## src/rtl/tl_reg_bridge_if.sv

```systemverilog
// Request (A) and response (D) channels between a TileLink-UL style master and tl_reg_bridge.
interface tl_reg_bridge_if #(
  parameter int unsigned DW = 32,
  parameter int unsigned AW = 4
);
  localparam int unsigned MW = DW / 8;

  logic          a_valid;
  logic          a_ready;
  logic [3:0]    a_opcode;
  logic [MW-1:0] a_mask;
  logic [AW-1:0] a_address;
  logic [DW-1:0] a_data;

  logic          d_valid;
  logic          d_ready;
  logic [3:0]    d_opcode;
  logic          d_error;
  logic [DW-1:0] d_data;

  modport master (
    output a_valid, a_opcode, a_mask, a_address, a_data, d_ready,
    input  a_ready, d_valid, d_opcode, d_error, d_data
  );

  modport slave (
    input  a_valid, a_opcode, a_mask, a_address, a_data, d_ready,
    output a_ready, d_valid, d_opcode, d_error, d_data
  );
endinterface

```

## src/rtl/tl_reg_bridge.sv

```systemverilog
// Request-to-register-port bridge: decode stage, read-sample stage and an in-order
// response FIFO, admission limited so no more than DEPTH requests are ever in flight.
module tl_reg_bridge #(
  parameter int unsigned DW    = 32,
  parameter int unsigned AW    = 4,
  parameter int unsigned NREG  = 16,
  parameter int unsigned DEPTH = 4
) (
  input  logic            clk,
  input  logic            rst,
  tl_reg_bridge_if.slave  tl,
  output logic            reg_wr,
  output logic            reg_rd,
  output logic [DW/8-1:0] reg_byte,
  output logic [AW-1:0]   reg_addr,
  output logic [DW-1:0]   reg_wdata,
  input  logic [DW-1:0]   reg_rdata
);
  localparam int unsigned MW = DW / 8;
  localparam int unsigned PW = (DEPTH > 1) ? $clog2(DEPTH) : 1;
  localparam int unsigned CW = $clog2(DEPTH + 1);
  localparam int unsigned OW = $clog2(DEPTH + 3);

  localparam logic [3:0] OP_PUT_FULL = 4'd0;
  localparam logic [3:0] OP_PUT_PART = 4'd1;
  localparam logic [3:0] OP_GET      = 4'd4;
  localparam logic [3:0] OP_ACK      = 4'd0;
  localparam logic [3:0] OP_ACK_DATA = 4'd1;

  typedef struct packed {
    logic [3:0]    opcode;
    logic          error;
    logic [DW-1:0] data;
  } rsp_t;

  logic          a_ready_c;
  logic          accept;
  logic          is_get;
  logic          is_put;
  logic          addr_ok;
  logic          wr_ok;
  logic          rd_ok;

  logic          s1_valid;
  logic          s1_get;
  logic          s1_err;
  logic          s2_valid;
  logic          s2_get;
  logic          s2_err;
  logic          s2_rd;
  logic [MW-1:0] s2_mask;

  rsp_t          push_rsp;
  rsp_t          head;
  rsp_t          fifo_mem [DEPTH];
  logic [PW-1:0] wr_ptr;
  logic [PW-1:0] rd_ptr;
  logic [CW-1:0] count;
  logic [OW-1:0] outstanding;
  logic          d_valid_c;
  logic          push;
  logic          pop;

  function automatic logic [PW-1:0] ptr_inc(input logic [PW-1:0] p);
    return (32'(p) == DEPTH - 1) ? '0 : p + PW'(1);
  endfunction

  // Admission counts every request not yet popped from the FIFO, so the FIFO can never overflow.
  assign outstanding = OW'(s1_valid) + OW'(s2_valid) + OW'(count);
  assign a_ready_c   = !rst && (32'(outstanding) < DEPTH);
  assign tl.a_ready  = a_ready_c;

  always_comb begin
    accept  = tl.a_valid && a_ready_c;
    is_get  = (tl.a_opcode == OP_GET);
    is_put  = (tl.a_opcode == OP_PUT_FULL) || (tl.a_opcode == OP_PUT_PART);
    addr_ok = (32'(tl.a_address) < NREG);
    wr_ok   = is_put && addr_ok && (tl.a_mask != '0) &&
              ((tl.a_opcode != OP_PUT_FULL) || (tl.a_mask == '1));
    rd_ok   = is_get && addr_ok;
  end

  // Stage 1: register-port strobes; illegal requests travel on with no strobe.
  always_ff @(posedge clk) begin
    if (rst) begin
      s1_valid  <= 1'b0;
      s1_get    <= 1'b0;
      s1_err    <= 1'b0;
      reg_wr    <= 1'b0;
      reg_rd    <= 1'b0;
      reg_byte  <= '0;
      reg_addr  <= '0;
      reg_wdata <= '0;
    end else begin
      s1_valid <= accept;
      reg_wr   <= accept && wr_ok;
      reg_rd   <= accept && rd_ok;
      if (accept) begin
        s1_get    <= is_get;
        s1_err    <= !(wr_ok || rd_ok);
        reg_byte  <= tl.a_mask;
        reg_addr  <= tl.a_address;
        reg_wdata <= tl.a_data;
      end
    end
  end

  // Stage 2: reg_rdata is valid the cycle after reg_rd and is captured into the FIFO here.
  always_ff @(posedge clk) begin
    if (rst) begin
      s2_valid <= 1'b0;
      s2_get   <= 1'b0;
      s2_err   <= 1'b0;
      s2_rd    <= 1'b0;
      s2_mask  <= '0;
    end else begin
      s2_valid <= s1_valid;
      if (s1_valid) begin
        s2_get  <= s1_get;
        s2_err  <= s1_err;
        s2_rd   <= reg_rd;
        s2_mask <= reg_byte;
      end
    end
  end

  always_comb begin
    push_rsp        = '0;
    push_rsp.opcode = s2_get ? OP_ACK_DATA : OP_ACK;
    push_rsp.error  = s2_err;
    for (int i = 0; i < int'(MW); i++) begin
      push_rsp.data[8*i +: 8] = (s2_rd && s2_mask[i]) ? reg_rdata[8*i +: 8] : 8'h00;
    end
  end

  assign push      = s2_valid;
  assign d_valid_c = !rst && (count != '0);
  assign pop       = d_valid_c && tl.d_ready;

  always_ff @(posedge clk) begin
    if (rst) begin
      wr_ptr <= '0;
      rd_ptr <= '0;
      count  <= '0;
    end else begin
      if (push) wr_ptr <= ptr_inc(wr_ptr);
      if (pop)  rd_ptr <= ptr_inc(rd_ptr);
      count <= count + CW'(push) - CW'(pop);
    end
  end

  always_ff @(posedge clk) begin
    if (push) fifo_mem[wr_ptr] <= push_rsp;
  end

  // Head entry is never overwritten while present, so D payload holds under back-pressure.
  assign head        = fifo_mem[rd_ptr];
  assign tl.d_valid  = d_valid_c;
  assign tl.d_opcode = d_valid_c ? head.opcode : 4'h0;
  assign tl.d_error  = d_valid_c ? head.error : 1'b0;
  assign tl.d_data   = d_valid_c ? head.data : '0;
endmodule

```

## src/flat_wrapper.sv

```systemverilog
// flat-port wrapper written by rule: the top's interface ports become plain ports
module tl_reg_bridge_flat 
#(
  parameter int unsigned DW    = 32,
  parameter int unsigned AW    = 4,
  parameter int unsigned NREG  = 16,
  parameter int unsigned DEPTH = 4
)
  (clk, rst, reg_wr, reg_rd, reg_byte, reg_addr, reg_wdata, reg_rdata, tl_a_valid, tl_a_opcode, tl_a_mask, tl_a_address, tl_a_data, tl_d_ready, tl_a_ready, tl_d_valid, tl_d_opcode, tl_d_error, tl_d_data);
  tl_reg_bridge_if #(.DW(DW), .AW(AW)) tl_i ();
  input  logic clk;
  input  logic rst;
  output logic reg_wr;
  output logic reg_rd;
  output logic [DW/8-1:0] reg_byte;
  output logic [AW-1:0] reg_addr;
  output logic [DW-1:0] reg_wdata;
  input  logic [DW-1:0] reg_rdata;
  input wire logic [$bits(tl_i.a_valid)-1:0] tl_a_valid;
  input wire logic [$bits(tl_i.a_opcode)-1:0] tl_a_opcode;
  input wire logic [$bits(tl_i.a_mask)-1:0] tl_a_mask;
  input wire logic [$bits(tl_i.a_address)-1:0] tl_a_address;
  input wire logic [$bits(tl_i.a_data)-1:0] tl_a_data;
  input wire logic [$bits(tl_i.d_ready)-1:0] tl_d_ready;
  output wire logic [$bits(tl_i.a_ready)-1:0] tl_a_ready;
  output wire logic [$bits(tl_i.d_valid)-1:0] tl_d_valid;
  output wire logic [$bits(tl_i.d_opcode)-1:0] tl_d_opcode;
  output wire logic [$bits(tl_i.d_error)-1:0] tl_d_error;
  output wire logic [$bits(tl_i.d_data)-1:0] tl_d_data;
  assign tl_i.a_valid = tl_a_valid;
  assign tl_i.a_opcode = tl_a_opcode;
  assign tl_i.a_mask = tl_a_mask;
  assign tl_i.a_address = tl_a_address;
  assign tl_i.a_data = tl_a_data;
  assign tl_i.d_ready = tl_d_ready;
  assign tl_a_ready = tl_i.a_ready;
  assign tl_d_valid = tl_i.d_valid;
  assign tl_d_opcode = tl_i.d_opcode;
  assign tl_d_error = tl_i.d_error;
  assign tl_d_data = tl_i.d_data;
  tl_reg_bridge #(.DW(DW), .AW(AW), .NREG(NREG), .DEPTH(DEPTH)) u_core (.clk(clk), .rst(rst), .tl(tl_i), .reg_wr(reg_wr), .reg_rd(reg_rd), .reg_byte(reg_byte), .reg_addr(reg_addr), .reg_wdata(reg_wdata), .reg_rdata(reg_rdata));
endmodule
```

## config.mk

```make
export PLATFORM = sky130hd
export DESIGN_NAME = tl_reg_bridge_flat
export DESIGN_NICKNAME = d
export VERILOG_FILES = /design/src/rtl/tl_reg_bridge_if.sv /design/src/rtl/tl_reg_bridge.sv /design/src/flat_wrapper.sv
export SDC_FILE = /design/constraint.sdc
export NUM_CORES = 1
export LEC_CHECK = 0
export BUFFER_PORTS_ARGS = -buffer_cell sky130_fd_sc_hd__buf_2
export CORE_MARGIN = 5
export CORE_UTILIZATION = 50
export CTS_CLUSTER_DIAMETER = 120
export DETAILED_ROUTE_END_ITERATION = 8
export PLACE_DENSITY = 0.77
export RECOVER_POWER = 25
export SYNTH_ARGS = -nofsm -noshare
export SYNTH_HDL_FRONTEND = slang
export SYNTH_SLANG_ARGS = --single-unit
```

## constraint.sdc

```tcl
create_clock -name clk -period 3.98 [get_ports clk]
set_clock_uncertainty 0.05 [all_clocks]
set_input_delay 0.398 -clock clk [delete_from_list [all_inputs] [get_ports clk]]
set_output_delay 0.398 -clock clk [all_outputs]
set_load 0.01 [all_outputs]
```

==> flow_metrics.py <==
metrics = {
    "outcome": {
        "status": "complete, no violations",
    },
    "finish": {
        "drive_gt1_share_pct": 30.9,
        "fin_nets": 768,
        "syn2layout_area_growth_pct": 17.9,
        "antenna_cells": 0,
        "num-fill-cells": 1234,
    },
    "pwr": {
        "powerDensity_nw_per_um2": 527,
        "p_leak_nw": 3.63,
        "power_mw": 4.88,
        "peakVddDrop_v": 0.000292,
    },
    "die": {
        "initial_core_util_pct": 51.3,
        "io_pins": 161,
        "die_w_um": 135,
        "fp-row-count": 45,
        "coreArea_um2": 15300,
        "dieArea_um2": 18300,
        "die_y_um": 135,
    },
    "timing": {
        "report.final.hold_viol_count": 0,
        "tightestPinTransition_ps": 1290,
        "period_minus_slack_ps": 3040,
        "setup_viol": 0,
        "fmax_ghz": 0.329,
        "max_slew_margin_pct": 13.7,
        "finalCritPeriodShare_pct": 76.3,
        "setup_tns_ps": 0,
        "drv_slew": 0,
        "rsz0062_at_grt": "false",
    },
    "clocking": {
        "cts_made_buffers": 17,
        "hold_buffers": 0,
        "cts_max_level": 4,
        "clk_pin_slew_ps": 60,
        "cts.root.buffer_cell": "clkbuf_16",
        "clock_sinks": 198,
        "clockBufferDepth": 2,
        "clkLatencyLatePin_ps": 420,
        "post-cts-setup-buffers": 0,
        "cts_tree": "built",
        "post_cts_resized": 0,
    },
    "routing": {
        "ant_nets": 0,
        "wl_um": 16100,
        "first_pass_iters": 4,
        "num_vias": 4776,
        "drtIter0Drc": 318,
        "drcViolationCount": 0,
        "viasPerCell": 5.29,
        "post_drt_wl_per_cell_um": 17.8,
    },
    "run": {
        "cap_violations": 0,
    },
    "critical_path": {
        "critPathMaxFanout": 23,
        "crit_type": "reg -> out",
        "required_ps": 3530,
        "start_kind": "flop",
        "worstPathArrival_ps": 2590,
        "cp-end-kind": "primary output",
    },
    "grt": {
        "grt.overflow.total": 0,
        "antenna_found_initial": 0,
        "gr-usage-met1_pct": 22.8,
        "grt_pass1_vias": 5055,
        "use_met2_pct": 31.5,
        "grt_max_degree": 63,
        "track_usage_pct": 18.4,
        "grt_first_pass_wirelength_um": 25900,
        "met3_usage_pct": 4.94,
        "busiest_layer": "met2",
    },
    "synthesis": {
        "yosysWarnings": 0,
        "ys_types": 40,
        "synth_area_um2": 7850,
        "syn_inst": 531,
        "ys_seq_area_share_pct": 67.8,
        "ys_seq_elements": 198,
        "avgSynthCellArea_um2": 14.8,
    },
    "worst_hold_path": {
        "hold_path.class": "in -> reg",
    },
    "placement": {
        "io_buffers": 157,
        "gp_congestion": 0.757,
        "dp_hpwl_um": 10300,
    },
}
[cell usage in the layout (no fill, tap or decap), types with 3 or more instances in the layout]
| cell type | Yosys | routed |
|---|---|---|
| nand2_1 | 71 | 71 |
| nor3_1 | 7 | 7 |
| clkbuf_1 | 13 | 48 |
| inv_1 | 4 | 4 |
| a21oi_1 | 31 | 31 |
| dfxtp_1 | 62 | 60 |
| mux2i_1 | 9 | 9 |
| and2_2 | 1 | 5 |
| nand2_2 | 10 | 10 |
| ha_1 | 8 | 8 |
| buf_2 | 6 | 115 |
| a21oi_2 | 10 | 10 |
| clkinvlp_4 | 0 | 3 |
| nor2b_1 | 3 | 3 |
| and2_1 | 38 | 34 |
| clkbuf_16 | 0 | 17 |
| buf_4 | 6 | 4 |
| conb_1 | 1 | 3 |
| mux4_2 | 34 | 34 |
| nor2_1 | 18 | 17 |
| and3_1 | 33 | 33 |
| edfxtp_1 | 136 | 136 |
[synth_stat cells (all sizes together)]
| library cell | count | area share, % |
|---|---|---|
| mux4 | 34 | 9.8 |
| nand2 | 81 | 4.2 |
| nor2 | 18 | 0.86 |
| xnor2 | 2 | 0.22 |
| a32o | 2 | 0.25 |
| fa | 1 | 0.25 |
| buf | 20 | 1.7 |
| o31ai | 1 | 0.27 |
| dfxtp | 62 | 16 |
| edfxtp | 136 | 52 |
| ha | 8 | 1.3 |
| a31o | 1 | 0.11 |
| o311ai | 1 | 0.11 |
| mux2 | 2 | 0.29 |
| nand2b | 1 | 0.080 |
| and3 | 33 | 2.6 |
| or4b | 1 | 0.13 |
| xor2 | 1 | 0.11 |
| a311oi | 1 | 0.19 |
| a2111oi | 1 | 0.11 |
| and4 | 1 | 0.14 |
| o221ai | 1 | 0.11 |
| clkbuf | 14 | 0.69 |
| mux2i | 9 | 1.1 |
| o31a | 2 | 0.24 |
| and2 | 39 | 3.1 |
| conb | 1 | 0.048 |
| inv | 4 | 0.19 |
| a21oi | 41 | 3.1 |
| nor2b | 3 | 0.24 |
| nor4 | 2 | 0.16 |
| nor3 | 7 | 0.45 |
[metal layers]
layer	part of all wire (%)	vias up	wire length, um
met1	41	2337	6600
met3	7.8	18	1260
li1	-	2241	-
met5	0	-	0
met2	50	180	8030
met4	1.3	0	214
[sequential cells by signal, indices dropped and copies added (netlist names), 2 cells and up, named ones only]
signal / cells
u_core.reg_byte: 4
u_core.rd_ptr: 2
u_core.fifo_mem: 136
u_core.wr_ptr: 2
u_core.count: 3
u_core.s2_mask: 4
u_core.reg_addr: 4
u_core.reg_wdata: 32
[cell families (layout without fill, tap and decap cells)]
| group | count (synthesis) | after routing | synth area share, % |
|---|---|---|---|
| adder cells (fa/ha/maj) | 9 | 9 | 1.53 |
| AND/OR/NAND/NOR | 186 | 186 | 12.0 |
| other | 1 | 3 | 0.0478 |
| AO/OA/AOI/OAI | 51 | 51 | 4.49 |
| buffers and inverters | 38 | 197 | 2.60 |
| multiplexers | 45 | 45 | 11.2 |
| flip-flops | 198 | 198 | 67.8 |
| XOR/XNOR | 3 | 3 | 0.335 |
[through the flow]
stage	hold WS, ps	instances	setup slack [ps]	area [um^2]	utilization [%]
finish	163	903	943	9260	60.5
CTS	141	903	828	9310	60.8
detailed placement	395	871	1290	8760	57.2
global placement	390	871	1370	8760	57.2
global route	145	903	669	9260	60.5
floorplan	409	533	2000	7860	-
[worst paths after layout]
check / from / endpoint / slack [ps] / depth (start not counted)
min reg2reg: u_core.reg_wdata[21] / u_core.reg_wdata[21] / 410 / 2
max reg2reg: u_core.s1_valid / u_core.reg_byte[3] / 1340 / 6
max: flop / tl_d_data[13] / 940 / 4
min: tl_a_data[26] / u_core.reg_wdata[26] / 160 / 3
[final cells by class]
class                   instances  area [um^2]  share of cell area, %
multi-input cells             297         2340                   25.2
repair buffers                161          763                   8.24
inverters                       4         15.0                  0.162
clock inverters                 9          105                   1.13
well taps                     211          264                   2.85
clock buffers                  23          448                   4.84
flip-flops and latches        198         5330                   57.5
[critical path: stages, from the launching register on]
cell	delay, ps
dfxtp_2	900
buf_4	400
mux4_2	540
and2_1	180
buf_2	140
[where the power goes]
group	internal, mW	switching, mW
logic	0.426	0.402
clock network	0.922	0.689
registers	2.29	0.152
total	3.64	1.24
No activity file was read; power rests on OpenSTA's default activity.
